File: config.mk
export PLATFORM = sky130hd
export DESIGN_NAME = act_mem_ext_arbiter
export DESIGN_NICKNAME = d
export VERILOG_FILES = /design/src/rtl/act_mem_pkg.sv /design/src/rtl/act_mem_ext_arbiter_rr.sv /design/src/rtl/act_mem_ext_arbiter.sv
export SDC_FILE = /design/constraint.sdc
export NUM_CORES = 1
export LEC_CHECK = 0
export BUFFER_PORTS_ARGS = -buffer_cell sky130_fd_sc_hd__buf_2
export CAP_MARGIN = 20
export CELL_PAD_IN_SITES_DETAIL_PLACEMENT = 0
export CELL_PAD_IN_SITES_GLOBAL_PLACEMENT = 1
export CORE_AREA = 2 2 166 168
export DETAILED_ROUTE_END_ITERATION = 8
export DIE_AREA = 0 0 168 170
export PLACE_DENSITY = 0.56
export RECOVER_POWER = 50
export REMOVE_ABC_BUFFERS = 1
export SLEW_MARGIN = 30
export SYNTH_ARGS = -nofsm -noshare
export SYNTH_HDL_FRONTEND = slang
export SYNTH_HIERARCHICAL = 1
export SYNTH_SLANG_ARGS = --single-unit
File: constraint.sdc
create_clock -name clk -period 8.3 [get_ports clk]
set_clock_uncertainty 0.15 [all_clocks]
set_input_delay 2.075 -clock clk [delete_from_list [all_inputs] [get_ports clk]]
set_output_delay 2.075 -clock clk [all_outputs]
set_load 0.02 [all_outputs]
File: src/rtl/act_mem_pkg.sv
// Shared types and defaults for the activation-memory external-port arbiter.
package act_mem_pkg;

    localparam int unsigned ACT_ADDR_W      = 16;
    localparam int unsigned ACT_DATA_W      = 64;
    localparam int unsigned ACT_STALL_CNT_W = 16;

    // Response-slot FSM: a read occupies the slot from grant until the response is taken.
    typedef enum logic [1:0] {
        IDLE    = 2'd0,
        RD_WAIT = 2'd1,
        RSP     = 2'd2
    } arb_state_t;

    // Requester index: 0 = host loader, 1 = host read-back.
    typedef logic req_id_t;

    // Address bit that selects 32K half-bank 0/1.
    function automatic int unsigned half_msb(input int unsigned addr_w);
        return addr_w - 1;
    endfunction

endpackage

File: src/rtl/act_mem_ext_arbiter_rr.sv
// Two-way round-robin arbiter with an eligibility mask; port 0 wins the first tie.
import act_mem_pkg::*;

module rr_arbiter_2 (
    input  logic       clk,
    input  logic       reset,
    input  logic [1:0] eligible,
    output logic [1:0] grant,
    output logic       grant_any,
    output req_id_t    grant_id
);

    req_id_t rr_last;

    // Pick the winner: alternate on a tie, otherwise the only eligible port.
    always_comb begin
        grant_any = |eligible;
        grant_id  = 1'b0;
        if (eligible == 2'b11) begin
            grant_id = ~rr_last;
        end else if (eligible[1]) begin
            grant_id = 1'b1;
        end
        grant = '0;
        if (grant_any) begin
            grant[grant_id] = 1'b1;
        end
    end

    // Remember the last granted port; reset value makes port 0 win the first tie.
    always_ff @(posedge clk or negedge reset) begin
        if (!reset) begin
            rr_last <= 1'b1;
        end else if (grant_any) begin
            rr_last <= grant_id;
        end
    end

endmodule

File: src/rtl/act_mem_ext_arbiter.sv
// Shares the activation memory external port between the host loader (port 0) and
// host read-back (port 1), blocking the half-bank(s) the MAC engine is using.
// Optional perf counters (stall_cycles, grant_cnt, perf_clr) with ACT_MEM_ARB_PERF_EN.
import act_mem_pkg::*;

module act_mem_ext_arbiter #(
    parameter int unsigned ADDR_W      = ACT_ADDR_W,
    parameter int unsigned DATA_W      = ACT_DATA_W
`ifdef ACT_MEM_ARB_PERF_EN
    ,
    parameter int unsigned STALL_CNT_W = ACT_STALL_CNT_W
`endif
) (
    input  logic                  clk,
    input  logic                  reset,
    input  logic [1:0]            req_valid,
    output logic [1:0]            req_ready,
    input  logic [1:0]            req_we,
    input  logic [2*ADDR_W-1:0]   req_addr,
    input  logic [2*DATA_W-1:0]   req_wdata,
    output logic                  rsp_valid,
    input  logic                  rsp_ready,
    output logic                  rsp_id,
    output logic [DATA_W-1:0]     rsp_rdata,
    input  logic                  engine_busy,
    input  logic [ADDR_W-1:0]     input_mem_ptr,
    input  logic [ADDR_W-1:0]     output_mem_ptr,
    output logic                  wr_en_ext,
    output logic [ADDR_W-1:0]     wr_addr_ext,
    output logic [DATA_W-1:0]     wr_data_ext,
    output logic                  rd_en_ext,
    output logic [ADDR_W-1:0]     rd_addr_ext,
    input  logic [DATA_W-1:0]     rd_data_ext
`ifdef ACT_MEM_ARB_PERF_EN
    ,
    input  logic                  perf_clr,
    output logic [STALL_CNT_W-1:0] stall_cycles,
    output logic [STALL_CNT_W-1:0] grant_cnt
`endif
);

    localparam int unsigned HB = half_msb(ADDR_W);

    arb_state_t        state;
    arb_state_t        state_next;
    logic [1:0]        conflict;
    logic [1:0]        eligible;
    logic [1:0]        grant;
    logic              grant_any;
    req_id_t           grant_id;
    logic              slot_busy;
    logic              rd_grant;
    logic [ADDR_W-1:0] sel_addr;
    logic [DATA_W-1:0] sel_wdata;
    logic              sel_we;

    assign slot_busy = (state != IDLE);

    // Per-port conflict and eligibility; reads also need a free response slot.
    always_comb begin
        conflict = '0;
        eligible = '0;
        for (int unsigned i = 0; i < 2; i++) begin
            conflict[i] = engine_busy &&
                          ((req_addr[i*ADDR_W + HB] == input_mem_ptr[HB]) ||
                           (req_addr[i*ADDR_W + HB] == output_mem_ptr[HB]));
            eligible[i] = reset && req_valid[i] && !conflict[i] &&
                          !(!req_we[i] && slot_busy);
        end
    end

    rr_arbiter_2 u_rr (
        .clk       (clk),
        .reset     (reset),
        .eligible  (eligible),
        .grant     (grant),
        .grant_any (grant_any),
        .grant_id  (grant_id)
    );

    assign req_ready = grant;
    assign sel_addr  = grant_id ? req_addr[2*ADDR_W-1:ADDR_W]  : req_addr[ADDR_W-1:0];
    assign sel_wdata = grant_id ? req_wdata[2*DATA_W-1:DATA_W] : req_wdata[DATA_W-1:0];
    assign sel_we    = grant_id ? req_we[1] : req_we[0];
    assign rd_grant  = grant_any && !sel_we;

    // Drive the memory port in the grant cycle; idle port holds address/data at zero.
    always_comb begin
        wr_en_ext   = 1'b0;
        wr_addr_ext = '0;
        wr_data_ext = '0;
        rd_en_ext   = 1'b0;
        rd_addr_ext = '0;
        if (grant_any) begin
            if (sel_we) begin
                wr_en_ext   = 1'b1;
                wr_addr_ext = sel_addr;
                wr_data_ext = sel_wdata;
            end else begin
                rd_en_ext   = 1'b1;
                rd_addr_ext = sel_addr;
            end
        end
    end

    // Response-slot state register.
    always_ff @(posedge clk or negedge reset) begin
        if (!reset) begin
            state <= IDLE;
        end else begin
            state <= state_next;
        end
    end

    // Next-state: read grant opens the slot, memory data arrives, response handshake closes it.
    always_comb begin
        state_next = state;
        case (state)
            IDLE:    if (rd_grant)  state_next = RD_WAIT;
            RD_WAIT:                state_next = RSP;
            RSP:     if (rsp_ready) state_next = IDLE;
            default:                state_next = IDLE;
        endcase
    end

    assign rsp_valid = (state == RSP);

    // Latch the owner at read grant and the memory data one cycle later; both hold through RSP.
    always_ff @(posedge clk or negedge reset) begin
        if (!reset) begin
            rsp_id    <= 1'b0;
            rsp_rdata <= '0;
        end else begin
            if (state == IDLE && rd_grant) begin
                rsp_id <= grant_id;
            end
            if (state == RD_WAIT) begin
                rsp_rdata <= rd_data_ext;
            end
        end
    end

`ifdef ACT_MEM_ARB_PERF_EN
    // Saturating perf counters: conflict-stalled cycles and total grants.
    always_ff @(posedge clk or negedge reset) begin
        if (!reset) begin
            stall_cycles <= '0;
            grant_cnt    <= '0;
        end else if (perf_clr) begin
            stall_cycles <= '0;
            grant_cnt    <= '0;
        end else begin
            if (|(req_valid & conflict) && stall_cycles != '1) begin
                stall_cycles <= stall_cycles + STALL_CNT_W'(1);
            end
            if (grant_any && grant_cnt != '1) begin
                grant_cnt <= grant_cnt + STALL_CNT_W'(1);
            end
        end
    end
`else
    // No performance state in this build; arbitration is unchanged.
`endif

endmodule
==> run metrics, run 1 <==
number of levels in the clock H-tree=3; cell area after synthesis=between 0.003 and 0.004 sq mm; mux share of post-synthesis cell area=between 30% and 40%; number of hold-slack violations in the final timing report=0; violation count after the first detailed-routing iteration=92; Slowest-stage cell, CP=sky130_fd_sc_hd__nand2_1; area fraction of the dominant cell type after synthesis=43.18%; top-level port count=430; count of final setup violators=0; total number of yosys warnings=6; RSZ-0062 raised after global routing=false; buffer depth of the longest clock path=2; adder-cell share of the synthesized area=0%; portion of the post-synthesis area used by sequential elements=between 40% and 50%; Final #Nets=1015; number of synthesized register bits=68; post-CTS setup buffers=0; post-synthesis simple-gate area fraction=between 10% and 20%; detail-routed via count per cell=3.801; Core Box Area=approximately 0.027 sq mm; clock tree root driver cell=sky130_fd_sc_hd__clkbuf_16; family with the most delay on the worst path=compound AO/OA/AOI/OAI gates; total power=around 1.8 mW; minimum clock period=~6.7 ns; status=finished with violations; sort of element at the start of the critical path=input port; CP endpoint kind=output pin; Final GP Congestion=0.7469; total wire length=~19000 microns; GRT Util Overall=between 10% and 20%; top cells by area, synth=sky130_fd_sc_hd__dfrtp_1 (43%), sky130_fd_sc_hd__mux2i_1 (21%), sky130_fd_sc_hd__mux2_2 (19%); number of global-route vias before repair=4128; initial antenna violation count=6; worst relative slew slack=-85.71%; Worst Path Required=slightly above 6 ns; number of distinct standard cells referenced by the synthesized netlist=18; post-detailed-route wirelength per cell=around 17 microns; leakage=about 3.4 nW; FF-to-FF Start=state[1]$_DFFE_PN0P_; number of antenna-violating nets in the routed design=0; die area=approximately 0.029 sq mm; peak fanout along the critical path=21; peak clock frequency supported by timing=~150 MHz; Yosys top cell by area=sky130_fd_sc_hd__dfrtp_1; worst hold slack=around 0.35 ns; terminating pin of the worst hold path=rsp_id$_DFFE_PN0P_; Initial Utilization=approximately 15%; Layout fillers=2931; standard-cell row count=60; Layout area overhead=69.35%; largest family of logic cells by synthesized area=multiplexers; Post-route DRC=0; arrival time of the worst setup path=4.50 ns; clock insertion delay at the later pin of the skew report=roughly 0.32 ns; die boundary height=~170 microns; worst reg-to-reg setup slack=between 5 and 6 ns; number of buffers and inverters on the critical path=2; total negative slack for setup checks=0 ns; area post-placement=a little over 0.006 sq mm; portion of the clock cycle consumed by the worst path in the final layout=between 80% and 90%; # clock sinks=a little under 70; CTS tree=yes; power per unit of standard cell area=268.0 mW/mm^2; Post-DP HPWL=~15000 microns; worst-path cell chain=buf_4, o211ai_1, a31oi_1, a21boi_4, mux2i_1, nand2_1, nor2_1, buf_2; Die Width=168 microns; xor/xnor cell area share of the yosys netlist=0%; Worst Max-Slew Pin Slew=about 2.8 ns; worst-case reg-to-reg path depth=7; worst flop-to-flop path endpoint=rsp_id$_DFFE_PN0P_; cts-stage hold buffer count=0; GRT Residual Overflow=0; CTS-repair resized insts=0; hold depth=1; synthesized instance count=between 300 and 400; pin count of the biggest net entering global routing=82; core occupancy in the finished layout=approximately 25%; start point of the worst hold path=rsp_id$_DFFE_PN0P_; via total after detailed routing=4181; global-route wire length before repair=25850 microns; violations in the final reports=max-capacitance violations, max-slew violations; buffers added on ports=around 400; Syn Area/Cell=10.70 sq um; CP Class=in -> out; post-route standard cell area excluding fillers=between 0.006 and 0.007 sq mm; max-cap viol count=1; CTS clock-pin slew for the worst setup and hold paths=0.06 ns; number of search-and-repair iterations in the first detailed-routing pass=4; number of max-slew violations in the final report=51; total stage count of the critical path=8; worst min path class=reg -> reg; maximum VDD drop=approximately 160 uV; share of cells above drive strength 1=approximately three fifths; complex-gate fraction of the synthesized area=1.547%; stage delay of the slowest cell on the critical path=0.48 ns; number of CTS-inserted buffers=9
state kept, by name (all words and copies together) (netlist names):
register and cells:
state 2, rsp_rdata 64, rsp_id 1, u_rr/rr_last 1
routing by layer:
| layer | wire length (microns) | up-vias | track usage (%) | share of wire (%) |
|---|---|---|---|---|
| met1 | 7447 | 1903 | 13.80 | 40 |
| met5 | 36 | - | 0 | 0.19 |
| met2 | 8946 | 237 | 21.67 | 48 |
| met4 | 217 | 6 | 2.911 | 1.2 |
| met3 | 2001 | 15 | 5.070 | 11 |
| li1 | - | 2020 | - | - |
power breakdown:
part           leakage (nW)  total (mW)  internal [mW]  switching, mW
clock network         0.163       0.442          0.294          0.148
registers             0.797       0.574          0.493         0.0807
logic                  2.44       0.746          0.301          0.445
cells by family (layout without fill, tap and decap cells):
group | Yosys count | in the layout
DFF | 68 | 68
buffers and inverters | 31 | 424
muxes | 146 | 146
other | 0 | 3
AOI/OAI and AO/OA | 9 | 9
and+or+nand+nor | 109 | 109
synthesized netlist by cell type:
cell type and instances:
sky130_fd_sc_hd__mux2_2 65, sky130_fd_sc_hd__dfstp_2 1, sky130_fd_sc_hd__o211ai_1 2, sky130_fd_sc_hd__mux2i_1 81
sky130_fd_sc_hd__or2_1 1, sky130_fd_sc_hd__nor2_1 99, sky130_fd_sc_hd__nand2_1 3, sky130_fd_sc_hd__a21boi_1 1
sky130_fd_sc_hd__dfrtp_1 67, sky130_fd_sc_hd__a21boi_0 2, sky130_fd_sc_hd__nand3_1 1, sky130_fd_sc_hd__a21oi_1 1
sky130_fd_sc_hd__o21ai_0 1, sky130_fd_sc_hd__nand3b_1 2, sky130_fd_sc_hd__a31oi_1 2, sky130_fd_sc_hd__nand2b_1 3
sky130_fd_sc_hd__inv_1 5, sky130_fd_sc_hd__buf_2 26
worst reg2reg max path, delay by kind of cell (launching register included):
kind / cells / cell delay (ns)
AND/OR/NAND/NOR: 2 / 0.40
multiplexers: 2 / 0.57
flip-flops: 1 / 0.38
AO/OA/AOI/OAI: 3 / 0.84
worst max-delay path by stage:
stage,startpoint,end,slack (ns)
2_1_floorplan,input_mem_ptr[15],wr_addr_ext[0],-7.82
3_3_place_gp,reset,wr_data_ext[7],1.33
3_5_place_dp,reset,wr_addr_ext[1],1.29
4_1_cts,reset,wr_addr_ext[1],1.28
5_1_grt,reset,rd_addr_ext[15],1.24
6_report,reset,rd_addr_ext[1],1.58
placed cells by master (no fill, tap or decap):
| cell type | Yosys | layout |
|---|---|---|
| sky130_fd_sc_hd__buf_2 | 26 | 379 |
| sky130_fd_sc_hd__nor2_1 | 99 | 99 |
| sky130_fd_sc_hd__mux2i_1 | 81 | 81 |
| sky130_fd_sc_hd__dfrtp_1 | 67 | 67 |
| sky130_fd_sc_hd__mux2_2 | 65 | 65 |
| sky130_fd_sc_hd__clkbuf_1 | 0 | 21 |
| sky130_fd_sc_hd__clkbuf_16 | 0 | 9 |
| sky130_fd_sc_hd__inv_1 | 5 | 5 |
| sky130_fd_sc_hd__diode_2 | 0 | 3 |
| sky130_fd_sc_hd__nand2_1 | 3 | 3 |
| sky130_fd_sc_hd__bufinv_16 | 0 | 3 |
| sky130_fd_sc_hd__nand3b_1 | 2 | 2 |
| sky130_fd_sc_hd__o211ai_1 | 2 | 2 |
| sky130_fd_sc_hd__a31oi_1 | 2 | 2 |
| sky130_fd_sc_hd__buf_4 | 0 | 2 |
| sky130_fd_sc_hd__buf_12 | 0 | 2 |
| sky130_fd_sc_hd__nand2b_4 | 0 | 1 |
| sky130_fd_sc_hd__nand2b_1 | 3 | 1 |
| sky130_fd_sc_hd__nand2b_2 | 0 | 1 |
| sky130_fd_sc_hd__nand3_1 | 1 | 1 |
| sky130_fd_sc_hd__o21ai_0 | 1 | 1 |
| sky130_fd_sc_hd__inv_6 | 0 | 1 |
| sky130_fd_sc_hd__clkinvlp_4 | 0 | 1 |
| sky130_fd_sc_hd__clkinv_2 | 0 | 1 |
| sky130_fd_sc_hd__a21boi_4 | 0 | 1 |
| sky130_fd_sc_hd__or2_1 | 1 | 1 |
| sky130_fd_sc_hd__a21boi_1 | 1 | 1 |
| sky130_fd_sc_hd__a21boi_0 | 2 | 1 |
| sky130_fd_sc_hd__a21oi_1 | 1 | 1 |
| sky130_fd_sc_hd__dfstp_2 | 1 | 1 |
layout make-up:
class	instances	area, sq um	share of cell area, %
antenna	3	7.507	0.1142
inverter	5	18.77	0.2854
clock inverter	6	111.4	1.694
clock buffer	10	229.0	3.482
tap	341	426.7	6.489
multi-input combinational	264	2052	31.21
sequential	68	1703	25.90
timing repair buffer	403	2027	30.83
through the flow:
step | setup WS (ns) | cells
2_1_floorplan | -7.816 | 337
3_3_place_gp | 1.329 | 1080
3_5_place_dp | 1.291 | 1080
4_1_cts | 1.281 | 1096
5_1_grt | 1.236 | 1098
6_report | 1.577 | 1100
Note: power is estimated with default switching activity, not from simulation.
==> run 2, diff against run 1 <==
--- a/config.mk
+++ b/config.mk
@@ -9,10 +9,10 @@
 export CAP_MARGIN = 20
 export CELL_PAD_IN_SITES_DETAIL_PLACEMENT = 0
 export CELL_PAD_IN_SITES_GLOBAL_PLACEMENT = 1
-export CORE_AREA = 2 2 166 168
+export CORE_AREA = 2 2 168 170
 export DETAILED_ROUTE_END_ITERATION = 8
-export DIE_AREA = 0 0 168 170
-export PLACE_DENSITY = 0.56
+export DIE_AREA = 0 0 170 172
+export PLACE_DENSITY = 0.55
 export RECOVER_POWER = 50
 export REMOVE_ABC_BUFFERS = 1
 export SLEW_MARGIN = 30
==> constraint.sdc (replaced) <==
create_clock -name clk -period 6.45 [get_ports clk]
set_clock_uncertainty 0.15 [all_clocks]
set_input_delay 1.6125 -clock clk [delete_from_list [all_inputs] [get_ports clk]]
set_output_delay 1.6125 -clock clk [all_outputs]
set_load 0.02 [all_outputs]
==> run metrics, run 2 (same netlist as run 1, synthesis figures left out) <==
status=finished with violations; violations in the final reports=max-capacitance violations, max-slew violations; post-detailed-route wirelength per cell=17.55 microns (+3.5%); post-CTS setup buffers=0 (unchanged); Die Width=170 microns (+1.2%); initial antenna violation count=0 (-6); worst-case reg-to-reg path depth=3 (-4); via total after detailed routing=4180 (-0.024%); Final GP Congestion=0.7872 (+5.4%); stage delay of the slowest cell on the critical path=0.50 ns (+0.02 ns); CTS clock-pin slew for the worst setup and hold paths=0.06 ns (about the same); Layout area overhead=68.19%; core occupancy in the finished layout=23.77% (-0.91 points); Worst Max-Slew Pin Slew=3.512 ns (+0.7268 ns); number of max-slew violations in the final report=137 (+170%); worst relative slew slack=-134.2% (-48 points); worst min path class=reg -> reg; top-level port count=430 (unchanged); cts-stage hold buffer count=0 (unchanged); minimum clock period=~6 ns; peak fanout along the critical path=23 (+9.5%); Final Non-Filler Cells=1106 (+0.55%); launching element of the worst setup path=reset; number of levels in the clock H-tree=3 (unchanged); number of hold-slack violations in the final timing report=0 (unchanged); die boundary height=172 microns (+1.2%); area post-placement=0.006271 sq mm (+0.58%); Initial Utilization=14.13% (-0.44 points); number of antenna-violating nets in the routed design=0 (unchanged); flip-flop count of the largest register after layout=64 (unchanged); FF-to-FF Start=state[1]$_DFFE_PN0P_; detail-routed via count per cell=3.779 (-0.57%); antenna diode count=0 (-3); worst reg-to-reg setup slack=2.68 ns (-3.17 ns); die area=0.02924 sq mm (+2.4%); highest-count cells in the layout ignoring fill and taps=sky130_fd_sc_hd__buf_2 (381), sky130_fd_sc_hd__nor2_1 (99), sky130_fd_sc_hd__mux2i_1 (81); buffers added on ports=399 (unchanged); count of final setup violators=0 (unchanged); pin count of the biggest net entering global routing=82 (unchanged); CP endpoint kind=output pin; cell total after placement=1090 (+0.93%); crit path setup slack, layout=0.6223 ns (-0.9550 ns); violation count after the first detailed-routing iteration=109 (+18%); number of global-route vias before repair=4148 (+0.48%); most flop-heavy register=rsp_rdata; Worst Path Required=4.69 ns (-1.39 ns); number of search-and-repair iterations in the first detailed-routing pass=4 (unchanged); max-cap viol count=3 (+2); number of CTS-inserted buffers=9 (unchanged); # clock sinks=68 (unchanged); number of buffers and inverters on the critical path=3 (+1); Final #Nets=1019 (+0.39%); total stage count of the critical path=9 (+1); CTS-repair resized insts=0 (unchanged); clock tree root driver cell=sky130_fd_sc_hd__clkbuf_16; CP Class=in -> out; worst flop-to-flop path endpoint=rsp_rdata[7]$_DFFE_PN0N_; CTS tree=yes; Post-route DRC=0 (unchanged); sort of element at the start of the critical path=input port; Post-DP HPWL=16230 microns (+7.1%); power per unit of standard cell area=335.9 mW/mm^2 (+25%); clock insertion delay at the later pin of the skew report=0.34 ns (+0.02 ns); arrival time of the worst setup path=4.07 ns (-0.43 ns); GRT Residual Overflow=0 (unchanged); Core Box Area=0.02748 sq mm (+3.1%); worst-path cell chain=clkbuf_1, o211ai_1, a31oi_1, a21boi_4, mux2i_1, nand2b_2, buf_4, nor2_1, buf_2; hold depth=1 (unchanged); most frequent standard cell in the layout excluding fill and tap cells=sky130_fd_sc_hd__buf_2; leakage=3.376 nW (-0.66%); Slowest-stage cell, CP=sky130_fd_sc_hd__nand2b_2; global-route wire length before repair=26340 microns (+1.9%); portion of the clock cycle consumed by the worst path in the final layout=between 90% and 100%; worst hold slack=0.3461 ns (-0.002427 ns); DP Worst Slack=0.6307 ns (-0.6608 ns); Top Registers=rsp_rdata: 64 flops, state: 2 flops; maximum VDD drop=248.6 uV (+54%); share of cells above drive strength 1=61.84% (+0.070 points); total wire length=19410 microns (+4.1%); capture point of the worst path=wr_data_ext[42]; peak clock frequency supported by timing=roughly 170 MHz; GRT Util Overall=12.51% (+0.23 points); buffer depth of the longest clock path=2 (unchanged); standard-cell row count=61 (+1.7%); family with the most delay on the worst path=buffers and inverters; post-route standard cell area excluding fillers=0.006530 sq mm (-0.69%); RSZ-0062 raised after global routing=false
==> run 2: cell types whose count changed in the layout (fill, tap and decap cells not counted) <==
cell                         previous run  this run
sky130_fd_sc_hd__buf_4                  2         4
sky130_fd_sc_hd__diode_2                3         0
sky130_fd_sc_hd__nand2b_2               1         2
sky130_fd_sc_hd__bufinv_16              3         1
sky130_fd_sc_hd__buf_12                 2         1
sky130_fd_sc_hd__clkbuf_1              21        22
sky130_fd_sc_hd__clkinvlp_4             1         2
sky130_fd_sc_hd__clkinv_2               1         2
sky130_fd_sc_hd__nand2b_4               1         0
sky130_fd_sc_hd__buf_2                379       381
==> run 2: cell type report <==
| type | instances | area, sq um |
|---|---|---|
| Tap cell | 346 | 432.9 |
| Sequential cell | 68 | 1703 |
| Clock buffer | 10 | 229.0 |
| Multi-Input combinational cell | 264 | 2047 |
| Clock inverter | 6 | 63.81 |
| Fill cell | 3080 | 20950 |
| Timing Repair Buffer | 407 | 2036 |
| Inverter | 5 | 18.77 |
==> run 2: worst min-delay path by stage <==
stage	startpoint	slack, ns	endpoint
2_1_floorplan	u_rr/rr_last$_DFFE_PN1P_	0.35	u_rr/rr_last$_DFFE_PN1P_
3_3_place_gp	rsp_rdata[49]$_DFFE_PN0N_	0.33	rsp_rdata[49]$_DFFE_PN0N_
3_5_place_dp	rsp_rdata[30]$_DFFE_PN0N_	0.34	rsp_rdata[30]$_DFFE_PN0N_
4_1_cts	rsp_rdata[30]$_DFFE_PN0N_	0.35	rsp_rdata[30]$_DFFE_PN0N_
5_1_grt	rsp_rdata[58]$_DFFE_PN0N_	0.37	rsp_rdata[58]$_DFFE_PN0N_
6_report	rsp_rdata[30]$_DFFE_PN0N_	0.35	rsp_rdata[30]$_DFFE_PN0N_
==> run 2: power breakdown <==
part           total, mW  switching [mW]  leakage [nW]  internal, mW
Clock              0.495           0.196         0.139         0.299
Sequential         0.732          0.0979         0.797         0.635
Combinational      0.966           0.572          2.44         0.394
Total               2.19           0.866          3.38          1.33
==> run 2: stage by stage <==
step	power [mW]	TNS [ns]
after floorplan	1.342	-849.25
after CTS	2.248	0
after global placement	1.723	0
final	2.193	0
after detailed placement	1.732	0
after global routing	2.337	0
==> run 2: metal layers <==
metal  vias to the layer above  track usage, %  wire length [microns]
met4                         0           4.199                    423
li1                       2020               -                      -
met5                         -               0                      0
met1                      1922           13.04                   7166
met3                        17           3.388                   1550
met2                       221           24.17                  10270
==> run 3, diff against run 2 <==
--- a/config.mk
+++ b/config.mk
@@ -5,14 +5,15 @@
 export SDC_FILE = /design/constraint.sdc
 export NUM_CORES = 1
 export LEC_CHECK = 0
+export ABC_AREA = 1
 export BUFFER_PORTS_ARGS = -buffer_cell sky130_fd_sc_hd__buf_2
 export CAP_MARGIN = 20
 export CELL_PAD_IN_SITES_DETAIL_PLACEMENT = 0
 export CELL_PAD_IN_SITES_GLOBAL_PLACEMENT = 1
-export CORE_AREA = 2 2 168 170
+export CORE_AREA = 2 2 166 168
 export DETAILED_ROUTE_END_ITERATION = 8
-export DIE_AREA = 0 0 170 172
-export PLACE_DENSITY = 0.55
+export DIE_AREA = 0 0 168 170
+export PLACE_DENSITY = 0.61
 export RECOVER_POWER = 50
 export REMOVE_ABC_BUFFERS = 1
 export SLEW_MARGIN = 30
==> run metrics, run 3 <==
status=finished with violations; violations in the final reports=max-capacitance violations, max-slew violations; leakage=3.908 nW (+16%); post-CTS setup buffers=0 (unchanged); met2 routed WL=10410 microns (+1.4%); peak clock frequency supported by timing=185.3 MHz (+8.0%); buffers added on ports=399 (unchanged); buffer depth of the longest clock path=2 (unchanged); fraction of power spent switching nets=43.00% (+3.5 points); top-level port count=430 (unchanged); area fraction of the dominant cell type after synthesis=40.92% (-2.3 points); Worst Max-Slew Pin Slew=2.970 ns (-0.5423 ns); flip-flop count of the largest register after layout=64 (unchanged); Top Registers=rsp_rdata: 64 flops, state: 2 flops; global-route wire length before repair=30840 microns (+17%); Layout area overhead=61.50%; highest-count cells in the layout ignoring fill and taps=sky130_fd_sc_hd__buf_2 (381), sky130_fd_sc_hd__nand2_1 (275), sky130_fd_sc_hd__nand3_1 (69); CP Class=in -> out; total power=2.251 mW (+2.6%); start point of the worst hold path=rsp_rdata[47]$_DFFE_PN0N_; FF-to-FF Start=state[1]$_DFFE_PN0P_; part of the power in combinational logic=43.2% (-0.8 points); prevailing post-synth register cell=sky130_fd_sc_hd__dfrtp_1; GRT Residual Overflow=0 (unchanged); Initial Utilization=15.38% (+1.2 points); worst min path class=reg -> reg; Yosys top cell by area=sky130_fd_sc_hd__dfrtp_1; share of cells above drive strength 1=41.84% (-20 points); worst-case reg-to-reg path depth=6 (+3); Slowest-stage cell, CP=sky130_fd_sc_hd__buf_4; total number of yosys warnings=6 (unchanged); CP endpoint kind=output pin; top layer reached by signal wires=met5; most frequent standard cell in the layout excluding fill and tap cells=sky130_fd_sc_hd__buf_2; power per unit of standard cell area=340.2 mW/mm^2 (+1.3%); most repeated cell in the gate-level netlist after synthesis=sky130_fd_sc_hd__nand2_1; number of levels in the clock H-tree=3 (unchanged); sort of element at the start of the critical path=input port; number of synthesized register bits=68 (unchanged); worst-path cell chain=clkbuf_1, nand2_1, a21oi_1, nand2_1, inv_1, inv_2, nor2_4, inv_2, nand2_1, nand2_1, nand2_4, buf_4, a21oi_1, buf_2; Layout fillers=3107 (+0.88%); peak fanout along the critical path=36 (+57%); area post-placement=0.006330 sq mm (+0.94%); Final Non-Filler Cells=1322 (+20%); GRT Util Overall=14.04% (+1.5 points); number of max-slew violations in the final report=137 (unchanged); launching element of the worst setup path=reset; number of synthesized flops with an enable pin=0 (unchanged); stage delay of the slowest cell on the critical path=0.42 ns (-0.08 ns); proportion of register bits with asynchronous set or reset after synthesis=100.0% (unchanged); top cells by area, synth=sky130_fd_sc_hd__dfrtp_1 (41%), sky130_fd_sc_hd__nand2_1 (25%), sky130_fd_sc_hd__nand3_1 (8.4%); portion of the clock cycle consumed by the worst path in the final layout=83.66% (-6.7 points); cell total after placement=1305 (+20%); count of final setup violators=0 (unchanged); Syn Area/Cell=6.807 sq um (-36%); synthesized instance count=602 (+66%); routed length on met1=8184 microns (+14%); arrival time of the worst setup path=3.63 ns (-0.44 ns); NetSw=0.9682 mW (+12%); cts-stage hold buffer count=0 (unchanged); pin count of the biggest net entering global routing=82 (unchanged); RSZ-0062 raised after global routing=false; CTS-repair resized insts=0 (unchanged); most frequent CP cell=sky130_fd_sc_hd__nand2_1; relative contribution of sequential cells to total power=32.9% (-0.5 points); Post-DP HPWL=16490 microns (+1.6%); clock tree root driver cell=sky130_fd_sc_hd__clkbuf_16; via total after detailed routing=5372 (+29%); number of search-and-repair iterations in the first detailed-routing pass=4 (unchanged); Final GP Congestion=0.8069 (+2.5%); number of CTS-inserted buffers=9 (unchanged); number of hold-slack violations in the final timing report=0 (unchanged); number of antenna-violating nets in the routed design=0 (unchanged); minimum clock period=5.396 ns (-0.4317 ns); worst relative slew slack=-98.01% (+36 points); die area=0.02856 sq mm (-2.3%); detail-routed via count per cell=4.064 (+7.5%); die boundary height=170 microns (-1.2%); number of global-route vias before repair=5209 (+26%); Core Box Area=0.02665 sq mm (-3.0%); clock insertion delay at the later pin of the skew report=0.33 ns (about the same); total wire length=21060 microns (+8.5%); internal portion of total power=1.283 mW (-3.3%); commonest cells in the netlist=sky130_fd_sc_hd__nand2_1 (275), sky130_fd_sc_hd__nand3_1 (69), sky130_fd_sc_hd__a21oi_1 (67), sky130_fd_sc_hd__dfrtp_1 (67), sky130_fd_sc_hd__nor2_1 (40); # clock sinks=68 (unchanged); max-cap viol count=3 (unchanged); Clk network pwr share=24.0% (+1.4 points); met3 wire len=2044 microns (+32%); post-route standard cell area excluding fillers=0.006618 sq mm (+1.3%); hold depth=2 (+1); cell area after synthesis=0.004098 sq mm (+5.5%); maximum VDD drop=122.0 uV (-51%); area of the multi-input gates=0.002056 sq mm (+0.43%); number of distinct standard cells referenced by the synthesized netlist=18 (unchanged); CTS clock-pin slew for the worst setup and hold paths=0.06 ns (about the same); portion of the post-synthesis area used by sequential elements=41.56% (-2.3 points); Worst Path Required=4.69 ns (about the same); initial antenna violation count=7 (+7); violation count after the first detailed-routing iteration=261 (+140%); Die Width=168 microns (-1.2%); worst hold slack=0.3160 ns (-0.03012 ns); post-detailed-route wirelength per cell=15.93 microns (-9.2%); Final #Nets=1239 (+22%); CTS tree=yes; most flop-heavy register=rsp_rdata; Storage cell area=0.001704 sq mm (about the same); standard-cell row count=60 (-1.6%); Post-route DRC=0 (unchanged)
==> run 3: changes by cell type after synthesis, sizes merged, moves of 59 or more <==
cell / change
nor2: -59
nand3: +68
nand2: +274
a21oi: +66
mux2: -65
mux2i: -66
==> run 3: per-stage QoR <==
stage / setup slack, ns / setup TNS (ns) / util, %
5_1_grt: 0.6927 / 0 / 24.82
3_5_place_dp: 1.011 / 0 / 23.75
4_1_cts: 1.006 / 0 / 24.97
2_1_floorplan: -2.755 / -263.57 / -
3_3_place_gp: 1.015 / 0 / 23.75
6_report: 1.054 / 0 / 24.83
==> run 3: worst paths after layout <==
| kind | end | slack, ns |
|---|---|---|
| worst max register to register | rsp_rdata[34]$_DFFE_PN0N_ | 1.63 |
| worst min register to register | rsp_rdata[47]$_DFFE_PN0N_ | 0.32 |
| max in group asynchronous | state[0]$_DFFE_PN0P_ | 1.50 |
| min in group asynchronous | rsp_rdata[40]$_DFFE_PN0N_ | 1.90 |
| worst max-delay path | wr_data_ext[46] | 1.05 |
| worst min-delay path | rsp_rdata[47]$_DFFE_PN0N_ | 0.32 |
==> run 3: critical path: cells and delay by family <==
family,cells,cell delay [ns]
AOI/OAI and AO/OA,2,0.24
buffers and inverters,6,1.05
and+or+nand+nor,6,0.70
==> run 3: logic make-up after synthesis <==
kind of cell / count (synthesis) / share of synthesized area [%]
multiplexers: 15 / 3.664
buffers and inverters: 63 / 8.458
flip-flops: 68 / 41.56
AO/OA/AOI/OAI: 68 / 8.305
AND/OR/NAND/NOR: 388 / 38.02
==> run 3: cell type report <==
type                    instances  area share, %
flip-flops and latches         68          25.75
multi-input cells             471          31.06
clock buffers                   9          3.403
repair buffers                408          30.84
diodes                          1        0.03781
well taps                     341          6.447
clock inverters                 7          1.494
inverters                      17         0.9643
==> run 3: power groups by stage <==
stage,Sequential (mW),Clock [mW],Combinational [mW]
floorplan,1.01,0,0.301
global placement,0.739,0,1.00
detailed placement,0.746,0,1.01
CTS,0.740,0.561,1.01
global route,0.769,0.578,1.07
finish,0.740,0.539,0.972
==> run 3: metal layers <==
layer,global-route usage [%],vias to the layer above
li1,-,2663
met1,15.61,2418
met2,25.10,252
met3,5.512,29
met4,3.516,10
met5,0,-
